--- src/rtl/rf_write_arbiter_if.sv ---
// rtl/rf_write_arbiter_if.sv - request/grant and write-port bundle for rf_write_arbiter
// master = writeback sources side, slave = arbiter side.
interface rf_write_arbiter_if #(
  parameter int REGI_BITS = 4,
  parameter int REGI_SIZE = 16,
  parameter int NUM_REQ   = 3
);
  localparam int IDW = $clog2(NUM_REQ);

  logic [NUM_REQ-1:0]           req_valid;
  logic [NUM_REQ-1:0]           req_lock;
  logic [NUM_REQ*REGI_BITS-1:0] req_addr;
  logic [NUM_REQ*REGI_SIZE-1:0] req_data;
  logic [NUM_REQ-1:0]           req_ready;
  logic                         we3;
  logic [REGI_BITS-1:0]         wa3;
  logic [REGI_SIZE-1:0]         wd3;
  logic [IDW-1:0]               grant_id;
  logic                         locked;

  modport master (
    output req_valid, req_lock, req_addr, req_data,
    input  req_ready, we3, wa3, wd3, grant_id, locked
  );

  modport slave (
    input  req_valid, req_lock, req_addr, req_data,
    output req_ready, we3, wa3, wd3, grant_id, locked
  );
endinterface

--- src/rtl/rf_write_arbiter.sv ---
// rtl/rf_write_arbiter.sv - round-robin arbiter with burst lock for the register file write port
// Optional sticky filtered-write flag (err/err_clr) under RF_ARB_ERR_EN.
module rf_write_arbiter #(
  parameter int REGI_BITS = 4,
  parameter int REGI_SIZE = 16,
  parameter int NUM_REQ   = 3,
  parameter int MAX_BURST = 4
) (
  input  logic              clk,
  input  logic              rst_n,
  input  logic              stall,
  rf_write_arbiter_if.slave bus
`ifdef RF_ARB_ERR_EN
  ,
  input  logic              err_clr,
  output logic              err
`endif
);

  localparam int IDW = $clog2(NUM_REQ);
  localparam int BW  = 4;
  localparam logic [IDW-1:0]       LAST_ID   = IDW'(NUM_REQ - 1);
  localparam logic [BW-1:0]        BURST_CAP = BW'(MAX_BURST);
  localparam logic [REGI_BITS-1:0] PC_ADDR   = REGI_BITS'(REGI_SIZE - 1);

  typedef enum logic {
    ST_ARB,
    ST_LOCKED
  } state_e;

  state_e               state_q, state_d;
  logic [IDW-1:0]       rr_ptr_q, rr_ptr_d;
  logic [IDW-1:0]       owner_q, owner_d;
  logic [BW-1:0]        beat_q, beat_d;
  logic                 we3_q, we3_d;
  logic [REGI_BITS-1:0] wa3_q, wa3_d;
  logic [REGI_SIZE-1:0] wd3_q, wd3_d;
  logic [IDW-1:0]       grant_id_q, grant_id_d;

  logic [REGI_BITS-1:0] addr_a [NUM_REQ];
  logic [REGI_SIZE-1:0] data_a [NUM_REQ];

  logic                 rr_found;
  logic [IDW-1:0]       rr_win;
  logic [IDW-1:0]       cand;
  logic                 gnt_valid;
  logic [IDW-1:0]       gnt_idx;
  logic [BW-1:0]        beat_inc;
  logic [REGI_BITS-1:0] sel_addr;
  logic [REGI_SIZE-1:0] sel_data;
  logic                 gnt_filt;

  function automatic logic [IDW-1:0] next_id(input logic [IDW-1:0] id);
    return (id == LAST_ID) ? '0 : id + 1'b1;
  endfunction

  always_comb begin
    for (int i = 0; i < NUM_REQ; i++) begin
      addr_a[i] = bus.req_addr[i*REGI_BITS +: REGI_BITS];
      data_a[i] = bus.req_data[i*REGI_SIZE +: REGI_SIZE];
    end
  end

  // Scan from rr_ptr upward, wrapping at NUM_REQ; first valid source wins.
  always_comb begin
    rr_found = 1'b0;
    rr_win   = rr_ptr_q;
    cand     = rr_ptr_q;
    for (int k = 0; k < NUM_REQ; k++) begin
      if (!rr_found && bus.req_valid[cand]) begin
        rr_found = 1'b1;
        rr_win   = cand;
      end
      cand = next_id(cand);
    end
  end

  always_comb begin
    state_d   = state_q;
    rr_ptr_d  = rr_ptr_q;
    owner_d   = owner_q;
    beat_d    = beat_q;
    gnt_valid = 1'b0;
    gnt_idx   = rr_win;
    beat_inc  = beat_q + 1'b1;
    if (!stall) begin
      case (state_q)
        ST_ARB: begin
          if (rr_found) begin
            gnt_valid = 1'b1;
            gnt_idx   = rr_win;
            rr_ptr_d  = next_id(rr_win);
            if (bus.req_lock[rr_win] && (MAX_BURST > 1)) begin
              state_d = ST_LOCKED;
              owner_d = rr_win;
              beat_d  = BW'(1);
            end
          end
        end
        ST_LOCKED: begin
          // Owner dropping valid releases the port without a grant this cycle.
          if (bus.req_valid[owner_q]) begin
            gnt_valid = 1'b1;
            gnt_idx   = owner_q;
            if (!bus.req_lock[owner_q] || (beat_inc >= BURST_CAP)) begin
              state_d  = ST_ARB;
              rr_ptr_d = next_id(owner_q);
              beat_d   = '0;
            end else begin
              beat_d = beat_inc;
            end
          end else begin
            state_d  = ST_ARB;
            rr_ptr_d = next_id(owner_q);
            beat_d   = '0;
          end
        end
        default: state_d = ST_ARB;
      endcase
    end
  end

  always_comb begin
    bus.req_ready = '0;
    if (rst_n && gnt_valid) begin
      bus.req_ready[gnt_idx] = 1'b1;
    end
  end

  // r0 and the PC slot still handshake, but never reach the write port.
  always_comb begin
    sel_addr   = addr_a[gnt_idx];
    sel_data   = data_a[gnt_idx];
    gnt_filt   = (sel_addr == '0) || (sel_addr == PC_ADDR);
    we3_d      = gnt_valid && !gnt_filt;
    wa3_d      = we3_d ? sel_addr : wa3_q;
    wd3_d      = we3_d ? sel_data : wd3_q;
    grant_id_d = gnt_valid ? gnt_idx : grant_id_q;
  end

  always_ff @(posedge clk or negedge rst_n) begin
    if (!rst_n) begin
      state_q    <= ST_ARB;
      rr_ptr_q   <= '0;
      owner_q    <= '0;
      beat_q     <= '0;
      we3_q      <= 1'b0;
      wa3_q      <= '0;
      wd3_q      <= '0;
      grant_id_q <= '0;
    end else begin
      state_q    <= state_d;
      rr_ptr_q   <= rr_ptr_d;
      owner_q    <= owner_d;
      beat_q     <= beat_d;
      we3_q      <= we3_d;
      wa3_q      <= wa3_d;
      wd3_q      <= wd3_d;
      grant_id_q <= grant_id_d;
    end
  end

  assign bus.we3      = we3_q;
  assign bus.wa3      = wa3_q;
  assign bus.wd3      = wd3_q;
  assign bus.grant_id = grant_id_q;
  assign bus.locked   = (state_q == ST_LOCKED);

`ifdef RF_ARB_ERR_EN
  logic err_q;

  always_ff @(posedge clk or negedge rst_n) begin
    if (!rst_n) begin
      err_q <= 1'b0;
    end else if (gnt_valid && gnt_filt) begin
      err_q <= 1'b1;
    end else if (err_clr) begin
      err_q <= 1'b0;
    end
  end

  assign err = err_q;
`endif

endmodule

--- src/flat_wrapper.sv ---
// flat-port wrapper written by rule: the top's interface ports become plain ports
module rf_write_arbiter_flat 
#(
  parameter int REGI_BITS = 4,
  parameter int REGI_SIZE = 16,
  parameter int NUM_REQ   = 3,
  parameter int MAX_BURST = 4
)
  (clk, rst_n, stall, bus_req_valid, bus_req_lock, bus_req_addr, bus_req_data, bus_req_ready, bus_we3, bus_wa3, bus_wd3, bus_grant_id, bus_locked);
  rf_write_arbiter_if #(.REGI_BITS(REGI_BITS), .REGI_SIZE(REGI_SIZE), .NUM_REQ(NUM_REQ)) bus_i ();
  input  logic clk;
  input  logic rst_n;
  input  logic stall;
  input wire logic [$bits(bus_i.req_valid)-1:0] bus_req_valid;
  input wire logic [$bits(bus_i.req_lock)-1:0] bus_req_lock;
  input wire logic [$bits(bus_i.req_addr)-1:0] bus_req_addr;
  input wire logic [$bits(bus_i.req_data)-1:0] bus_req_data;
  output wire logic [$bits(bus_i.req_ready)-1:0] bus_req_ready;
  output wire logic [$bits(bus_i.we3)-1:0] bus_we3;
  output wire logic [$bits(bus_i.wa3)-1:0] bus_wa3;
  output wire logic [$bits(bus_i.wd3)-1:0] bus_wd3;
  output wire logic [$bits(bus_i.grant_id)-1:0] bus_grant_id;
  output wire logic [$bits(bus_i.locked)-1:0] bus_locked;
  assign bus_i.req_valid = bus_req_valid;
  assign bus_i.req_lock = bus_req_lock;
  assign bus_i.req_addr = bus_req_addr;
  assign bus_i.req_data = bus_req_data;
  assign bus_req_ready = bus_i.req_ready;
  assign bus_we3 = bus_i.we3;
  assign bus_wa3 = bus_i.wa3;
  assign bus_wd3 = bus_i.wd3;
  assign bus_grant_id = bus_i.grant_id;
  assign bus_locked = bus_i.locked;
  rf_write_arbiter #(.REGI_BITS(REGI_BITS), .REGI_SIZE(REGI_SIZE), .NUM_REQ(NUM_REQ), .MAX_BURST(MAX_BURST)) u_core (.clk(clk), .rst_n(rst_n), .stall(stall), .bus(bus_i));
endmodule
--- config.mk ---
export PLATFORM = sky130hd
export DESIGN_NAME = rf_write_arbiter_flat
export DESIGN_NICKNAME = d
export VERILOG_FILES = /design/src/rtl/rf_write_arbiter_if.sv /design/src/rtl/rf_write_arbiter.sv /design/src/flat_wrapper.sv
export SDC_FILE = /design/constraint.sdc
export NUM_CORES = 1
export LEC_CHECK = 0
export CAP_MARGIN = 20
export CORE_UTILIZATION = 45
export DETAILED_ROUTE_END_ITERATION = 10
export PLACE_DENSITY = 0.86
export SETUP_SLACK_MARGIN = 0.1
export SLEW_MARGIN = 15
export SYNTH_ARGS = -nofsm -noshare
export SYNTH_HDL_FRONTEND = slang
export SYNTH_SLANG_ARGS = --single-unit
--- constraint.sdc ---
create_clock -name clk -period 4.8 [get_ports clk]
set_input_delay 0.96 -clock clk [delete_from_list [all_inputs] [get_ports clk]]
set_output_delay 0.96 -clock clk [all_outputs]
set_load 0.02 [all_outputs]
After elaboration in Yosys (flattened, before gate mapping)
Cells that the tools add are included.

word-level totals
  register bits after elaboration = 32
  output and inout bits = 27

cells by class
  add/sub/neg operators = 5
  order comparisons = 9
  equal/unequal tests = 8
  muxes and demuxes = 51
  bitwise logic cells = 3
  reduce and logical (&&, ||, !) cells = 15

operators with widths
  kind                                                   number
  binary-select mux 16 bit (select 2 bit)                1
  2-to-1 mux 16 bit                                      2
  2-to-1 mux 4 bit                                       6
  2-to-1 mux 2 bit                                       11
  < comparator 2 x 3 -> 1 bit, second input constant     6
  2-to-1 mux 1 bit                                       17
  binary-select mux 1 bit (select 2 bit)                 6
  adder 2 x 1 -> 2 bit, second input constant            4
  binary-select mux 4 bit (select 2 bit)                 1
  equality test 2 bit, second input constant             4
  one-hot mux 2 bit (2 select lines)                     2
  one-hot mux 4 bit (2 select lines)                     1
  AND reduction 3 bit                                    2
  logical AND 1 bit                                      5
  adder 4 x 1 -> 4 bit, second input constant            1
  equality test 4 bit, second input constant             1
  >= comparator 4 x 3 -> 1 bit, second input constant    1
  zero test 1 bit                                        4
  zero test 4 bit                                        1
  inequality test 2 x 1 -> 1 bit, second input constant  2
  one-hot mux 1 bit (2 select lines)                     2
  AND reduction 4 bit                                    1
  >= comparator 3 bit, second input constant             1
  2-to-1 mux 3 bit                                       1
  6 further kinds                                        8

Depth between registers and ports, before layout
Gate-level depths: netlist of run 1.

  word-level depth = 20
  gate-level depth with buffers = 11
  mapped depth without buffers = 8

Worst setup path after synthesis of run 1
Ideal clock, no wire load.

  path kind = input to output
  start point = input port stall
  end point = output port bus_req_ready[0]
  arrival = 2774 ps
  required time = 3840 ps
  path slack = 1066 ps
  stages = 6
  path through = nand2b_2 > or3_1 > o31ai_4 > buf_2 > buf_2 > nor3b_1

on the way
  longest elaborated chain between the ends = 6

ends and longest elaborated chain
  item                                                                                                      RTL line                 source
  start: declaration                                                                                        flat_wrapper.sv:13       input logic stall;
  2-to-1 mux 2 bit                                                                                          rf_write_arbiter.sv:86   if (!stall) begin
  < comparator 2 x 3 -> 1 bit (not written as such) / >= comparator 2 x 1 -> 1 bit (equally long branches)  rf_write_arbiter.sv:126  bus.req_ready[gnt_idx] = 1'b1;
  logical AND 1 bit (not written as such)                                                                   rf_write_arbiter.sv:126
  2-to-1 mux 1 bit (not written as such)                                                                    rf_write_arbiter.sv:126
  demux 1 bit (select 2 bit)                                                                                --
  2-to-1 mux 3 bit *                                                                                        rf_write_arbiter.sv:125  if (rst_n && gnt_valid) begin
  end: declaration                                                                                          flat_wrapper.sv:18       output wire logic [$bits(bus_i.req_ready)-1:0] bus_req_ready;

Every way passes the cells marked *; elsewhere a longest branch is shown, timed or not.

Worst setup path after layout of run 1
  start point = input port bus_req_valid[0]
  end point = output port bus_req_ready[0]

on the way
  longest elaborated chain between the ends = 17

ends and longest elaborated chain
  item                                                                                                      RTL line                 source
  start: declaration                                                                                        flat_wrapper.sv:14       input wire logic [$bits(bus_i.req_valid)-1:0] bus_req_valid;
  binary-select mux 1 bit (select 2 bit)                                                                    rf_write_arbiter.sv:70   if (!rr_found && bus.req_valid[cand]) begin
  2-to-1 mux 1 bit (not written as such)                                                                    rf_write_arbiter.sv:70
  2-to-1 mux 1 bit                                                                                          rf_write_arbiter.sv:70
  zero test 1 bit                                                                                           rf_write_arbiter.sv:70
  logical AND 1 bit                                                                                         rf_write_arbiter.sv:70
  2-to-1 mux 1 bit                                                                                          rf_write_arbiter.sv:70
  zero test 1 bit                                                                                           rf_write_arbiter.sv:70
  logical AND 1 bit                                                                                         rf_write_arbiter.sv:70
  2-to-1 mux 2 bit                                                                                          rf_write_arbiter.sv:70
  2-to-1 mux 2 bit                                                                                          rf_write_arbiter.sv:102  if (bus.req_valid[owner_q]) begin
  one-hot mux 2 bit (2 select lines)                                                                        rf_write_arbiter.sv:87   case (state_q)
  2-to-1 mux 2 bit                                                                                          rf_write_arbiter.sv:86
  < comparator 2 x 3 -> 1 bit (not written as such) / >= comparator 2 x 1 -> 1 bit (equally long branches)  rf_write_arbiter.sv:126
  logical AND 1 bit (not written as such)                                                                   rf_write_arbiter.sv:126
  2-to-1 mux 1 bit (not written as such)                                                                    rf_write_arbiter.sv:126
  demux 1 bit (select 2 bit)                                                                                --
  2-to-1 mux 3 bit *                                                                                        rf_write_arbiter.sv:125

Every way passes the cells marked *; elsewhere a longest branch is shown, timed or not. The select of a mux whose other input is x is not followed.

==> flow_metrics.py, run 1 <==
metrics = {
    "cells_and_area": {
        "area_growth_syn_to_layout_pct": 50.6,
        "diodes": 0,
        "drive_above_1_share": 0.164,
        "nets": 362,
        "fillers": 328,
    },
    "sta": {
        "finalSetupTns_ps": 0,
        "relSlewSlack": 0.724,
        "fin_ws_ps": 381,
        "finalCritPeriodShare": 0.921,
        "holdWs_ps": 499,
        "max_freq_mhz": 226,
        "final-hold-violation-count": 0,
        "fin_crit_ps": 4420,
        "worst-slew-pin-transition_ps": 414,
        "maxSlewViolCount": 0,
        "rsz0062_at_grt": "false",
        "setup_viol": 0,
        "final.setup_skew_ps": 5.25,
    },
    "clocking": {
        "htree_levels": 2,
        "cts_made_buffers": 5,
        "cts.sinks": 32,
        "postCtsHoldBufs": 0,
        "cts_root_buf": "clkbuf_8",
        "clockBufferDepth": 2,
        "clk_latency_ps": 290,
        "cts_setup_buffers": 0,
        "cts_tree": "yes",
        "cts_resized": 0,
        "clk_pin_slew_worst_paths_ps": 80,
    },
    "global_routing": {
        "grt_pass1_wl_um": 8920,
        "grt_antenna_before_repair": 0,
        "overflow": 0,
        "grt_pass1_vias": 1815,
        "grt_max_degree": 23,
        "grt_util_all_layers": 0.229,
    },
    "synthesis": {
        "netlist_instances": 193,
        "synthFlopType": "dfrtp_1",
        "synthArstFlopShare": 1.00,
        "syn-cell-area_sq_mm": 0.00214,
        "ys_warn_count": 0,
        "synthesis.nets": 263,
        "postSynthAreaPerCell_sq_um": 11.1,
        "synth_edf_count": 0,
        "synth.area.top_cells": "dfrtp_1, mux2i_1, mux2_4, nand2_1, o21ai_0",
        "synth.distinct_cells": 43,
        "synth_top_area_cell": "dfrtp_1",
        "yosysSeqAreaShare": 0.375,
        "ys_ff_latch": 32,
        "synth.top_cell.area_share": 0.375,
    },
    "critical_path": {
        "crit_type": "input pin to output pin",
        "cp-end-kind": "output pin",
        "reg2reg_from": "u_core.owner_q[0]",
        "reg2reg_to": "u_core.bus.wd3[8]",
        "setup.worst_path.start_class": "input pin",
        "critPathRequiredTime_ps": 3840,
        "r2r_cells": 10,
        "regToRegSetupSlack_ps": 1540,
        "path_max_fanout": 22,
        "worstPathArrival_ps": 3460,
    },
    "die": {
        "initial_utilization": 0.481,
        "rows": 24,
        "die_h_um": 70.9,
        "die_width_um": 70.9,
        "die_area_sq_mm": 0.00503,
        "coreArea_sq_mm": 0.00444,
        "io_pins": 96,
    },
    "worst_hold_path": {
        "whs_path_depth": 1,
        "worstHoldStart": "u_core.bus.wd3[13]",
        "holdPathEnd": "u_core.bus.wd3[13]",
        "hold_path_class": "register to register",
    },
    "routing": {
        "finalWirelength_um": 5410,
        "wl_per_cell_um": 15.7,
        "drc": 10,
        "route.vias.total": 1839,
        "ant_nets": 0,
        "drt_iter0_markers": 97,
        "viasPerCell": 5.33,
        "dr.pass1.iters": 6,
    },
    "place": {
        "gp_congestion": 0.892,
        "preCtsSetupSlack_ps": 455,
        "dp_hpwl_um": 4270,
        "portBuffers": 95,
    },
    "outcome": {
        "failed_checks": "design-rule violations",
        "outcome": "complete, but fails checks",
    },
    "power": {
        "ir_worst_vdd_mv": 0.290,
        "p_leak_uw": 0.00140,
        "powerDensity_mw_per_mm2": 577,
    },
    "job": {
        "cap_violations": 0,
    },
}
[cells by family after synthesis]
| logic type | Yosys count | share of synthesized area |
|---|---|---|
| simple gates | 55 | 0.127 |
| compound gates | 45 | 0.197 |
| mux | 45 | 0.251 |
| flops | 32 | 0.375 |
| buf+inv | 14 | 0.0410 |
| xor+xnor | 1 | 0.00410 |
| fa+ha+maj | 1 | 0.00586 |
[synthesized netlist by cell type (2+ instances only)]
cell type,n
a21oi_1,5
and3_1,2
buf_2,4
buf_6,2
clkbuf_1,2
dfrtp_1,32
inv_1,4
mux2_2,3
mux2_4,16
mux2i_1,25
nand2_1,25
nand2b_1,3
nor2_1,7
nor2b_1,5
nor3_1,3
nor3b_1,2
o21ai_0,18
o21bai_1,2
o22a_1,4
o22ai_1,2
o2bb2ai_2,2
o2bb2ai_4,2
or3_1,3
[worst max-delay path, stage by stage]
cell and delay [ps]:
clkdlybuf4s50_1 610, nor2b_1 270, a221oi_4 90, o32a_4 240, buf_4 220, nor3b_1 380, clkdlybuf4s50_1 690
[placed cells by master, fill, tap and decap left out, types with 4 or more instances in the layout]
master / netlist / layout
mux2_4: 16 / 16
o22a_1: 4 / 4
nor2_1: 7 / 7
nand2_1: 25 / 25
buf_4: 1 / 7
o21ai_0: 18 / 18
dfrtp_1: 32 / 32
clkbuf_8: 0 / 5
clkdlybuf4s50_1: 0 / 94
a21oi_1: 5 / 5
nor2b_1: 5 / 5
inv_1: 4 / 4
mux2i_1: 25 / 25
[report_power, final]
group | internal, uW | switching [uW] | total (uW) | leakage [uW]
clock network | 103 | 106 | 209 | 0.0000414
registers | 395 | 109 | 504 | 0.000392
logic | 604 | 538 | 1140 | 0.000963
[per-stage QoR]
step,power [uW],instances,area (sq um),util
after floorplan,1270,193,2140,-
after global placement,1620,337,3130,0.704
after detailed placement,1660,337,3130,0.704
after CTS,1870,345,3220,0.724
after global routing,1970,345,3220,0.724
final,1860,345,3220,0.724
[state kept, by name (all words and copies together) (netlist names)]
signal and count:
u_core.beat_q 4, u_core.bus.wa3 4, u_core.bus.grant_id 2, u_core.bus.wd3 16, u_core.rr_ptr_q 2, u_core.bus.we3 1, u_core.bus.locked 1, u_core.owner_q 2
[how the worst max path moves through the flow]
stage                      from          endpoint  slack, ps  cells past startpoint
2_1_floorplan             stall  bus_req_ready[0]       1070                      6
3_3_place_gp   bus_req_valid[0]  bus_req_ready[0]        460                      7
3_5_place_dp   bus_req_valid[0]  bus_req_ready[0]        450                      7
4_1_cts        bus_req_valid[0]  bus_req_ready[0]        420                      7
5_1_grt        bus_req_valid[0]  bus_req_ready[0]        330                      7
6_report       bus_req_valid[0]  bus_req_ready[0]        380                      7
[cell type report]
type / count / area (sq um) / area share
tap: 52 / 65.1 / 0.0202
clock buffer: 6 / 72.6 / 0.0226
timing repair buffer: 102 / 998 / 0.311
clock inverter: 2 / 16.3 / 0.00506
inverter: 4 / 15.0 / 0.00467
sequential: 32 / 801 / 0.249
multi-input combinational: 147 / 1250 / 0.388
[routing by layer]
| metal | GRT usage | up-vias | wire [um] |
|---|---|---|---|
| met5 | 0 | - | 0 |
| met4 | 0.0600 | 0 | 60 |
| met3 | 0.0570 | 7 | 325 |
| met2 | 0.390 | 62 | 2670 |
| met1 | 0.291 | 865 | 2350 |
| li1 | - | 905 | - |
Power figures use the tool's default switching activity.
==> inputs of run 2 (changes only) <==
--- a/config.mk
+++ b/config.mk
@@ -6,11 +6,14 @@
 export NUM_CORES = 1
 export LEC_CHECK = 0
 export CAP_MARGIN = 20
-export CORE_UTILIZATION = 45
+export CELL_PAD_IN_SITES_DETAIL_PLACEMENT = 0
+export CELL_PAD_IN_SITES_GLOBAL_PLACEMENT = 2
+export CORE_UTILIZATION = 27
 export DETAILED_ROUTE_END_ITERATION = 10
-export PLACE_DENSITY = 0.86
+export PLACE_DENSITY_LB_ADDON = 0.1
 export SETUP_SLACK_MARGIN = 0.1
 export SLEW_MARGIN = 15
 export SYNTH_ARGS = -nofsm -noshare
 export SYNTH_HDL_FRONTEND = slang
 export SYNTH_SLANG_ARGS = --single-unit
+export TNS_END_PERCENT = 10
==> run 2 against run 1 <==
Compared with the run above: the run now ends clean; sequential share of layout area decreased by 0.59 points; highest routed layer unchanged; flip-flop and latch count unchanged; combinational power about the same.
==> flow_metrics.py, run 2 (synthesis results as in run 1) <==
metrics = {
    "critical_path": {
        "crit_path_frequent_cell": "clkdlybuf4s50_1",
        "setup.worst_path.start_class": "input pin",
        "critPathRequiredTime_ps": 3840,
        "critical_path.cell_chain": "clkdlybuf4s50_1 -> nor2b_1 -> a221oi_4 -> o32a_4 -> buf_4 -> nor3b_1 -> clkdlybuf4s50_1",
        "cp_slowest_cell": "clkdlybuf4s50_1",
        "reg2reg_from": "u_core.owner_q[0]",
        "path_max_fanout": 22,
        "cp-startpoint": "bus_req_valid[0]",
        "worstPathArrival_ps": 3350,
        "crit_type": "input pin to output pin",
        "cp-end-kind": "output pin",
        "cpPeakStageDelay_ps": 680,
    },
    "power": {
        "p_leak_uw": 0.00140,
        "powerDensity_mw_per_mm2": 568,
        "ir_worst_vdd_mv": 0.219,
    },
    "global_routing": {
        "grt_pass1_wl_um": 9390,
        "grt_antenna_before_repair": 0,
        "grt_max_degree": 33,
        "grt_util_all_layers": 0.145,
        "overflow": 0,
        "grt_pass1_vias": 1806,
    },
    "cells_and_area": {
        "final_cell_mix": "clkdlybuf4s50_1, dfrtp_1, nand2_1, mux2i_1, o21ai_0",
        "diodes": 0,
        "nets": 361,
        "drive_above_1_share": 0.158,
        "utilization": 0.428,
        "area_growth_syn_to_layout_pct": 54.2,
        "final_area_sq_mm": 0.00329,
        "layout.cells.non_filler": 394,
        "largest_reg_flops": 16,
        "layout_commonest_cell": "clkdlybuf4s50_1",
    },
    "sta": {
        "finalCritPeriodShare": 0.897,
        "finalSetupTns_ps": 0,
        "rsz0062_at_grt": "false",
        "relSlewSlack": 0.718,
        "max_freq_mhz": 232,
        "worst-slew-pin-transition_ps": 424,
        "final-hold-violation-count": 0,
        "fin_crit_ps": 4310,
        "final.setup_skew_ps": 2.43,
        "setup_viol": 0,
        "maxSlewViolCount": 0,
    },
    "clocking": {
        "cts_tree": "yes",
        "cts_setup_buffers": 0,
        "cts_root_buf": "clkbuf_8",
        "cts.sinks": 32,
        "htree_levels": 2,
        "cts_made_buffers": 5,
        "postCtsHoldBufs": 0,
        "cts_resized": 0,
        "clk_latency_ps": 280,
        "clockBufferDepth": 2,
        "clk_pin_slew_worst_paths_ps": 70,
    },
    "routing": {
        "route.vias.total": 1772,
        "finalWirelength_um": 5730,
        "viasPerCell": 4.50,
        "ant_nets": 0,
        "drc": 0,
        "drt_iter0_markers": 65,
        "dr.pass1.iters": 4,
        "wl_per_cell_um": 14.5,
    },
    "die": {
        "die_width_um": 90.9,
        "io_pins": 96,
        "die_area_sq_mm": 0.00827,
        "rows": 32,
        "coreArea_sq_mm": 0.00769,
        "die_h_um": 90.9,
        "initial_utilization": 0.278,
    },
    "place": {
        "dp.cells": 386,
        "placed_area_sq_mm": 0.00320,
        "dp_hpwl_um": 4180,
        "portBuffers": 95,
        "gp_congestion": 0.717,
    },
    "outcome": {
        "outcome": "finished, final reports clean",
    },
    "worst_hold_path": {
        "worstHoldStart": "u_core.bus.wd3[13]",
        "hold_path_class": "register to register",
    },
    "job": {
        "cap_violations": 0,
    },
}
[run 2: cell count changes in the layout (fill, tap and decap cells not counted)]
cell and delta:
buf_2 -1, clkinv_4 -1, buf_4 -2, clkdlybuf4s50_1 +1, buf_12 +1, clkbuf_8 +1
[run 2: worst max-delay path, delay by kind of cell]
| family | cells | cell delay [ps] |
|---|---|---|
| buf+inv | 3 | 1500 |
| simple gates | 2 | 530 |
| compound gates | 2 | 320 |
[run 2: worst paths after layout]
check,endpoint,cells past startpoint,slack [ps]
max,bus_req_ready[0],7,490
min,u_core.bus.wd3[13],1,480
max reg2reg,u_core.bus.wd3[13],10,1590
min reg2reg,u_core.bus.wd3[13],1,480
max in group asynchronous,u_core.beat_q[3],2,3340
min in group asynchronous,u_core.bus.grant_id[1],2,1150
[run 2: metrics by stage]
stage	worst slack [ps]	power [uW]	hold slack, ps
3_3_place_gp	389	1680	467
4_1_cts	476	1900	491
3_5_place_dp	485	1680	475
5_1_grt	370	2010	518
2_1_floorplan	1070	1270	480
6_report	494	1870	483
[run 2: layout make-up]
class | instances | area [sq um]
fillers | 757 | 4390
flip-flops and latches | 32 | 801
multi-input cells | 147 | 1250
clock inverters | 1 | 7.51
inverters | 4 | 15.0
clock buffers | 7 | 86.3
repair buffers | 101 | 1010
well taps | 102 | 128
[run 2: per-layer routing]
layer  routed length [um]  track usage  vias to the layer above  part of all wire
met2                 2500        0.225                       62              0.44
met4                   31       0.0357                        0            0.0054
met5                    0            0                        -                 0
met1                 2790        0.198                      816              0.49
met3                  405       0.0419                        2             0.071
li1                     -            -                      892                 -
[run 2: power by group]
part / switching (uW) / internal [uW]
sequential: 103 / 395
clock: 100 / 117
combinational: 547 / 609
==> inputs of run 3 (changes only) <==
--- a/config.mk
+++ b/config.mk
@@ -9,7 +9,9 @@
 export CELL_PAD_IN_SITES_DETAIL_PLACEMENT = 0
 export CELL_PAD_IN_SITES_GLOBAL_PLACEMENT = 2
 export CORE_UTILIZATION = 27
+export CTS_CLUSTER_DIAMETER = 200
 export DETAILED_ROUTE_END_ITERATION = 10
+export GPL_ROUTABILITY_DRIVEN = 0
 export PLACE_DENSITY_LB_ADDON = 0.1
 export SETUP_SLACK_MARGIN = 0.1
 export SLEW_MARGIN = 15
==> results of run 3 <==
Same layout as run 2: the final DEF is identical, and so are final timing and power.
